File: src/rtl/updown_counter_n.sv
// rtl/updown_counter_n.sv - parametrised up/down counter with modulus, step, load and wrap/saturate limits
// Cascade digits by driving the next stage's choose with {unf, 1'b0, ovf} and step = 1.
module updown_counter_n #(
  parameter int WIDTH     = 3,
  parameter int MAX       = 2**WIDTH-1,
  parameter int RESET_VAL = 0
) (
  input  logic             clk,
  input  logic             rst,
  input  logic [2:0]       choose,
  input  logic [WIDTH-1:0] step,
  input  logic [WIDTH-1:0] load_val,
  input  logic             sat_mode,
  output logic [WIDTH-1:0] out,
  output logic             ovf,
  output logic             unf,
  output logic             at_max,
  output logic             at_min
);

  typedef enum logic [2:0] {
    CMD_UP   = 3'b001,
    CMD_LOAD = 3'b010,
    CMD_DOWN = 3'b100
  } cmd_e;

  // One extra bit so MAX+1 (the modulus) is representable even when MAX = 2**WIDTH-1.
  localparam logic [WIDTH:0]   MAX_X = (WIDTH+1)'(MAX);
  localparam logic [WIDTH:0]   MOD_X = (WIDTH+1)'(MAX + 1);
  localparam logic [WIDTH-1:0] MAX_W = WIDTH'(MAX);
  localparam logic [WIDTH-1:0] RST_W = WIDTH'(RESET_VAL);

  logic [WIDTH-1:0] out_q, out_d;
  logic             ovf_q, ovf_d;
  logic             unf_q, unf_d;

  logic [WIDTH-1:0] s_eff;
  logic [WIDTH-1:0] l_eff;
  logic [WIDTH:0]   up_sum;
  logic [WIDTH:0]   up_wrap;
  logic [WIDTH:0]   dn_wrap;

  always_comb begin
    s_eff   = (step > MAX_W) ? MAX_W : step;
    l_eff   = (load_val > MAX_W) ? MAX_W : load_val;
    up_sum  = {1'b0, out_q} + {1'b0, s_eff};
    up_wrap = up_sum - MOD_X;
    // Only used when out_q < s_eff, so the result always lands in 0..MAX.
    dn_wrap = {1'b0, out_q} + MOD_X - {1'b0, s_eff};

    out_d = out_q;
    ovf_d = 1'b0;
    unf_d = 1'b0;

    case (choose)
      CMD_UP: begin
        if (up_sum <= MAX_X) begin
          out_d = up_sum[WIDTH-1:0];
        end else begin
          ovf_d = 1'b1;
          out_d = sat_mode ? MAX_W : up_wrap[WIDTH-1:0];
        end
      end
      CMD_DOWN: begin
        if (out_q >= s_eff) begin
          out_d = out_q - s_eff;
        end else begin
          unf_d = 1'b1;
          out_d = sat_mode ? '0 : dn_wrap[WIDTH-1:0];
        end
      end
      CMD_LOAD: out_d = l_eff;
      default:  out_d = out_q;
    endcase
  end

  always_ff @(posedge clk or posedge rst) begin
    if (rst) begin
      out_q <= RST_W;
      ovf_q <= 1'b0;
      unf_q <= 1'b0;
    end else begin
      out_q <= out_d;
      ovf_q <= ovf_d;
      unf_q <= unf_d;
    end
  end

  assign out    = out_q;
  assign ovf    = ovf_q;
  assign unf    = unf_q;
  assign at_max = (out_q == MAX_W);
  assign at_min = (out_q == '0);

endmodule

File: config.mk
export PLATFORM = sky130hd
export DESIGN_NAME = updown_counter_n
export DESIGN_NICKNAME = d
export VERILOG_FILES = /design/src/rtl/updown_counter_n.sv
export SDC_FILE = /design/constraint.sdc
export NUM_CORES = 1
export LEC_CHECK = 0
export BUFFER_PORTS_ARGS = -buffer_cell sky130_fd_sc_hd__buf_2
export CAP_MARGIN = 20
export CORE_UTILIZATION = 40
export CTS_CLUSTER_SIZE = 25
export DETAILED_ROUTE_END_ITERATION = 12
export PLACE_DENSITY_LB_ADDON = 0.25
export SLEW_MARGIN = 15
export SYNTH_ARGS = -nofsm -noshare
export SYNTH_HDL_FRONTEND = slang
export SYNTH_SLANG_ARGS = --single-unit
File: constraint.sdc
create_clock -name clk -period 2.4 [get_ports clk]
set_clock_uncertainty 0.05 [all_clocks]
set_input_delay 0.24 -clock clk [delete_from_list [all_inputs] [get_ports clk]]
set_output_delay 0.24 -clock clk [all_outputs]
set_load 0.1 [all_outputs]
# Word level (Yosys, flattened, before mapping)
# Index checks and enable logic that the tools add are counted.
[word_totals]
ff_bits = 5
in_bits = 12
elab_cells = 29
[classes]
add_sub_neg = 5
order_cmp = 4
n_eq_ne = 4
muxes = 11
reduce_logical = 2
[op_table]
columns = ["operator", "n"]
rows = [
  ["two-way mux 3 bit", 6],
  ["one-hot mux 3 bit (3 select lines)", 1],
  ["equality test 3 bit (second input constant)", 2],
  ["greater-than comparator 3 bit (second input constant)", 2],
  ["subtractor 3 bit", 2],
  ["adder 3 x 3 -> 4 bit", 1],
  ["<= comparator 4 x 3 -> 1 bit (second input constant)", 1],
  ["two-way mux 1 bit", 4],
  ["adder 3 x 1 -> 3 bit (second input constant)", 1],
  ["equality test 3 x 1 -> 1 bit (second input constant)", 1],
  ["equality test 3 x 2 -> 1 bit (second input constant)", 1],
  ["greater-or-equal comparator 3 bit", 1],
  ["logical NOT 3 bit", 1],
  ["nonzero test 3 bit", 1],
  ["subtractor 3 x 1 -> 3 bit (second input constant)", 1],
]

# Logic depth before layout (Yosys ltp)
[depth]
ltp_word = 7
depth_mapped = 7
mapped_depth_nobuf = 7

# Worst setup path after synthesis
# Ideal clock, no wire load.
[synth_path]
kind = "register to output"
startpoint = "reg out_q[1] (netlist: out[1])"
endpoint = "out at_min"
arrival_time_ns = 3.054
required_ns = 2.110
slack_ns = -0.944
stages_incl_launch_ff = 2
cell_sequence = "dfrtp_1 > nor3_1"
[synth_via]
elab_chain_len = 1
[synth_rtl]
columns = ["element", "line", "text"]
rows = [
  ["from (decl)", "33", "logic [WIDTH-1:0] out_q, out_d;"],
  ["from (signal assigned)", "83", "out_q <= out_d;"],
  ["logical NOT 3 bit", "93", "assign at_min = (out_q == '0);"],
  ["to (decl)", "18", "output logic at_min"],
]
# No other way between the ends.

# Final worst setup path
[layout_path]
startpoint = "reg out_q[0] (netlist: out[0])"
endpoint = "reg out_q[1] (netlist: out[1])"
[layout_via]
elab_chain_len = 5
elab_cells_between_ends = 12
cone_classes = "add/sub (5); order compare (2); mux (5)"
[layout_rtl]
columns = ["element", "line", "text"]
rows = [
  ["adder 3 x 1 -> 3 bit or adder 3 x 3 -> 4 bit (tied branches)", "49, 46", ""],
  ["subtractor 3 bit or subtractor 3 x 1 -> 3 bit (tied branches)", "49, 47", ""],
  ["two-way mux 3 bit, on equally long branches", "69, 61", ""],
  ["two-way mux 3 bit, on equally long branches", "65, 57", ""],
  ["one-hot mux 3 bit (3 select lines) (*)", "55", "case (choose)"],
]
# Every way passes the cells marked *; elsewhere a longest branch is shown, timed or not.
# A chain may end at the register's enable or synchronous reset.

==> results.sh <==
export IMPL_maxCapViolations=0
export IMPL_max_freq_mhz=467
export IMPL_hold_path_class="input pin to flop"
export IMPL_floorplan_rows=12
export IMPL_initial_antenna_violation_count=0
export IMPL_power_share_combinational_pct=56.8
export IMPL_timing_reg2reg_worst_path_depth=6
export IMPL_place_congestion=0.783
export IMPL_power_share_clock_pct=20.0
export IMPL_wire_per_inst_um=14.1
export IMPL_timing_worst_setup_path_type="flop to flop"
export IMPL_timing_max_slew_rel_slack_pct=54.3
export IMPL_leakagePower_nw=0.328
export IMPL_cts_root_to_sink_buffers=2
export IMPL_antenna_cells_inserted=0
export IMPL_post_route_period_util_pct=89.1
export IMPL_cts_reportedPaths_clkPinSlew_ns=0.05
export IMPL_net_switching_power_w=0.000278
export IMPL_grt_setup_unrepaired="false"
export IMPL_outcome="completed"
export IMPL_critical_path_required_ns=2.50
export IMPL_timing_final_setup_violations=0
export IMPL_drive_gt1_share_pct=32.5
export IMPL_worst_skew_pair_late_latency_ns=0.26
export IMPL_layout_overhead_on_the_synthesized_area_pct=25.9
export IMPL_drc_errors=0
export IMPL_fp_dieArea_um2=1490
export IMPL_post_cts_resized_instances=0
export IMPL_synthesis_area_per_instance_um2=9.08
export IMPL_startpoint="out[0]"
export IMPL_synth_sequential_area_ratio_pct=23.4
export IMPL_start_of_the_worst_register_to_register_path="out[0]"
export IMPL_drtPass1Iterations=5
export IMPL_coreArea_um2=1170
export IMPL_die_y_um=38.6
export IMPL_drt_wl_total_mm=1.33
export IMPL_vias=515
export IMPL_max_stage_delay_ns=0.68
export IMPL_initial_core_util_pct=45.7
export IMPL_cts_buffers_inserted=3
export IMPL_synth_lib_cells_used_distinct=28
export IMPL_cts_sinks=5
export IMPL_drt_iter0_drc=11
export IMPL_die_w_um=38.6
export IMPL_syn_num_nets=79
export IMPL_critPathMaxFanout=6
export IMPL_critPathArrivalTime_ns=2.23
export IMPL_placement_io_buffers=18
export IMPL_worstReg2RegEnd="out[1]"
export IMPL_switching_share_pct=53.5
export IMPL_timing_hold_worst_start="choose[0]"
export IMPL_power_share_sequential_pct=23.2
export IMPL_syn_inst_count=59
export IMPL_mappedNetlistArea_um2=536
export IMPL_root_buffer="clkbuf_4"
export IMPL_dp_final_hpwl_mm=1.00
export IMPL_route_detailed_vias_per_inst=5.48
export IMPL_setup_slack_on_the_worst_flop_to_flop_path_ns=0.26
export IMPL_cp_endpoint="out[1]"
export IMPL_finalCriticalPeriod_ns=2.14
export IMPL_htree_levels=1
export IMPL_wire_length_of_the_first_global_routing_pass_mm=2.14
export IMPL_globalRoute_totalOverflow=0
export IMPL_setup_worst_path_end_class="flop"
export IMPL_timing_worst_slew_pin_value_ns=0.684
export IMPL_final_net_count=101
export IMPL_postRouteAntennaNets=0
export IMPL_critical_path_cell_chain="inv_1 -> ha_1 -> nand2b_1 -> a2111oi_1 -> nor3b_1 -> o22a_1"
export IMPL_p_per_cell_area_nw_per_um2=770
export IMPL_grt_pass1_vias=484
export IMPL_ios=19
export IMPL_ys_seq_elements=5
export IMPL_track_usage_pct=21.5
export IMPL_vdd_ir_drop_max_uv=702
export IMPL_yosys_warnings=0
export IMPL_cts_tree="yes"
export IMPL_p_int_w=0.000242
export IMPL_report_final_slew_viol_count=0
export IMPL_largest_net_degree_at_the_start_of_global_routing=9
export IMPL_slowest_stage="a2111oi_1"
export IMPL_whs_ns=0.243
export IMPL_hold_viol=0
export IMPL_critPathLaunchType="flop"
export IMPL_report_power_total_w=0.000519
-- power by group through the flow --
stage	clock network, W	logic (W)	registers (W)
final	0.000104	0.000295	0.000120
after global routing	0.000111	0.000312	0.000123
after CTS	0.000105	0.000293	0.000120
after detailed placement	0	0.000290	0.000121
after global placement	0	0.000288	0.000121
after floorplan	0	0.000149	0.000203
-- state kept, by name, indices dropped and copies added (netlist names) --
name,flops
out,3
ovf,1
unf,1
-- worst min path at each step --
stage / to / slack, ns / cells past startpoint
after floorplan: out[1] / -0.03 / 1
after global placement: out[2] / 0.09 / 2
after detailed placement: unf / 0.10 / 2
after CTS: unf / 0.24 / 2
after global routing: unf / 0.24 / 2
final: unf / 0.24 / 2
-- layer usage --
layer  GRT usage [%]  wire (µm)  part of all wire [%]
met1            26.1        592                    45
met2            36.7        655                    49
met3            4.05         65                   4.9
met4            8.62         17                   1.3
met5               0          0                     0
-- placed cells by master, fill, tap and decap left out, drive strengths merged, types with 2 or more instances in the layout --
cell    count
or3         2
nand2b      3
clkbuf      4
buf        18
nor2        3
a21oi       3
o21a        4
xor2        3
o21ai       4
nor3        2
inv         9
ha          6
fa          2
dfrtp       5
-- final cells by class --
| type | count | area, µm² |
|---|---|---|
| inverters | 9 | 33.8 |
| repair buffers | 19 | 100 |
| clock buffers | 4 | 26.3 |
| fillers | 108 | 497 |
| multi-input cells | 43 | 370 |
| flip-flops and latches | 5 | 126 |
| well taps | 14 | 17.5 |
-- worst max-delay path, delay by kind of cell, from the launching register on --
kind	cells	cell delay (ns)
AOI/OAI and AO/OA	2	0.87
DFF	1	0.40
and+or+nand+nor	2	0.34
adders and majority gates	1	0.32
buffers and inverters	1	0.05
-- cell families after synthesis --
group	Yosys count	share of synthesized area, %
AO/OA/AOI/OAI	19	26.9
XOR/XNOR	3	4.91
adder cells (fa/ha/maj)	8	21.5
buffers and inverters	11	8.41
flip-flops	5	23.4
AND/OR/NAND/NOR	13	15.0
-- synthesized netlist by cell type --
library cell | n | area, µm²
o32a_1 | 1 | 10.0
o21ai_1 | 2 | 10.0
a21oi_1 | 3 | 15.0
xor2_1 | 3 | 26.3
buf_4 | 1 | 7.51
and3_1 | 1 | 6.26
o22a_1 | 1 | 8.76
or3_1 | 2 | 12.5
o32ai_1 | 1 | 8.76
nor3_1 | 2 | 10.0
nand2b_4 | 1 | 13.8
o311a_1 | 1 | 10.0
nand2b_1 | 2 | 12.5
dfrtp_1 | 5 | 125
nor2b_1 | 1 | 6.26
nor3b_1 | 1 | 7.51
a311o_1 | 1 | 10.0
a211oi_2 | 1 | 12.5
ha_1 | 6 | 75.1
nor2_1 | 3 | 11.3
clkbuf_1 | 1 | 3.75
o21ai_0 | 2 | 10.0
o31a_1 | 1 | 8.76
a2111oi_1 | 1 | 10.0
inv_2 | 1 | 3.75
fa_1 | 2 | 40.0
o21a_1 | 4 | 30.0
inv_1 | 8 | 30.0
-- stage by stage --
stage,TNS [ns],setup slack (ns),area (µm²),cells,util [%]
5_1_grt,0,0.157,674,94,57.6
3_3_place_gp,0,0.351,638,89,54.5
3_5_place_dp,0,0.336,638,89,54.5
6_report,0,0.261,674,94,57.6
2_1_floorplan,-0.0852,-0.0852,542,59,-
4_1_cts,0,0.335,674,94,57.6
-- what timing repair did --
item	4_1_cts	5_1_grt
hold buffers	1	0
hold endpoints to repair	5	0
setup buffers	0	0
No activity file was read; power rests on OpenSTA's default activity.
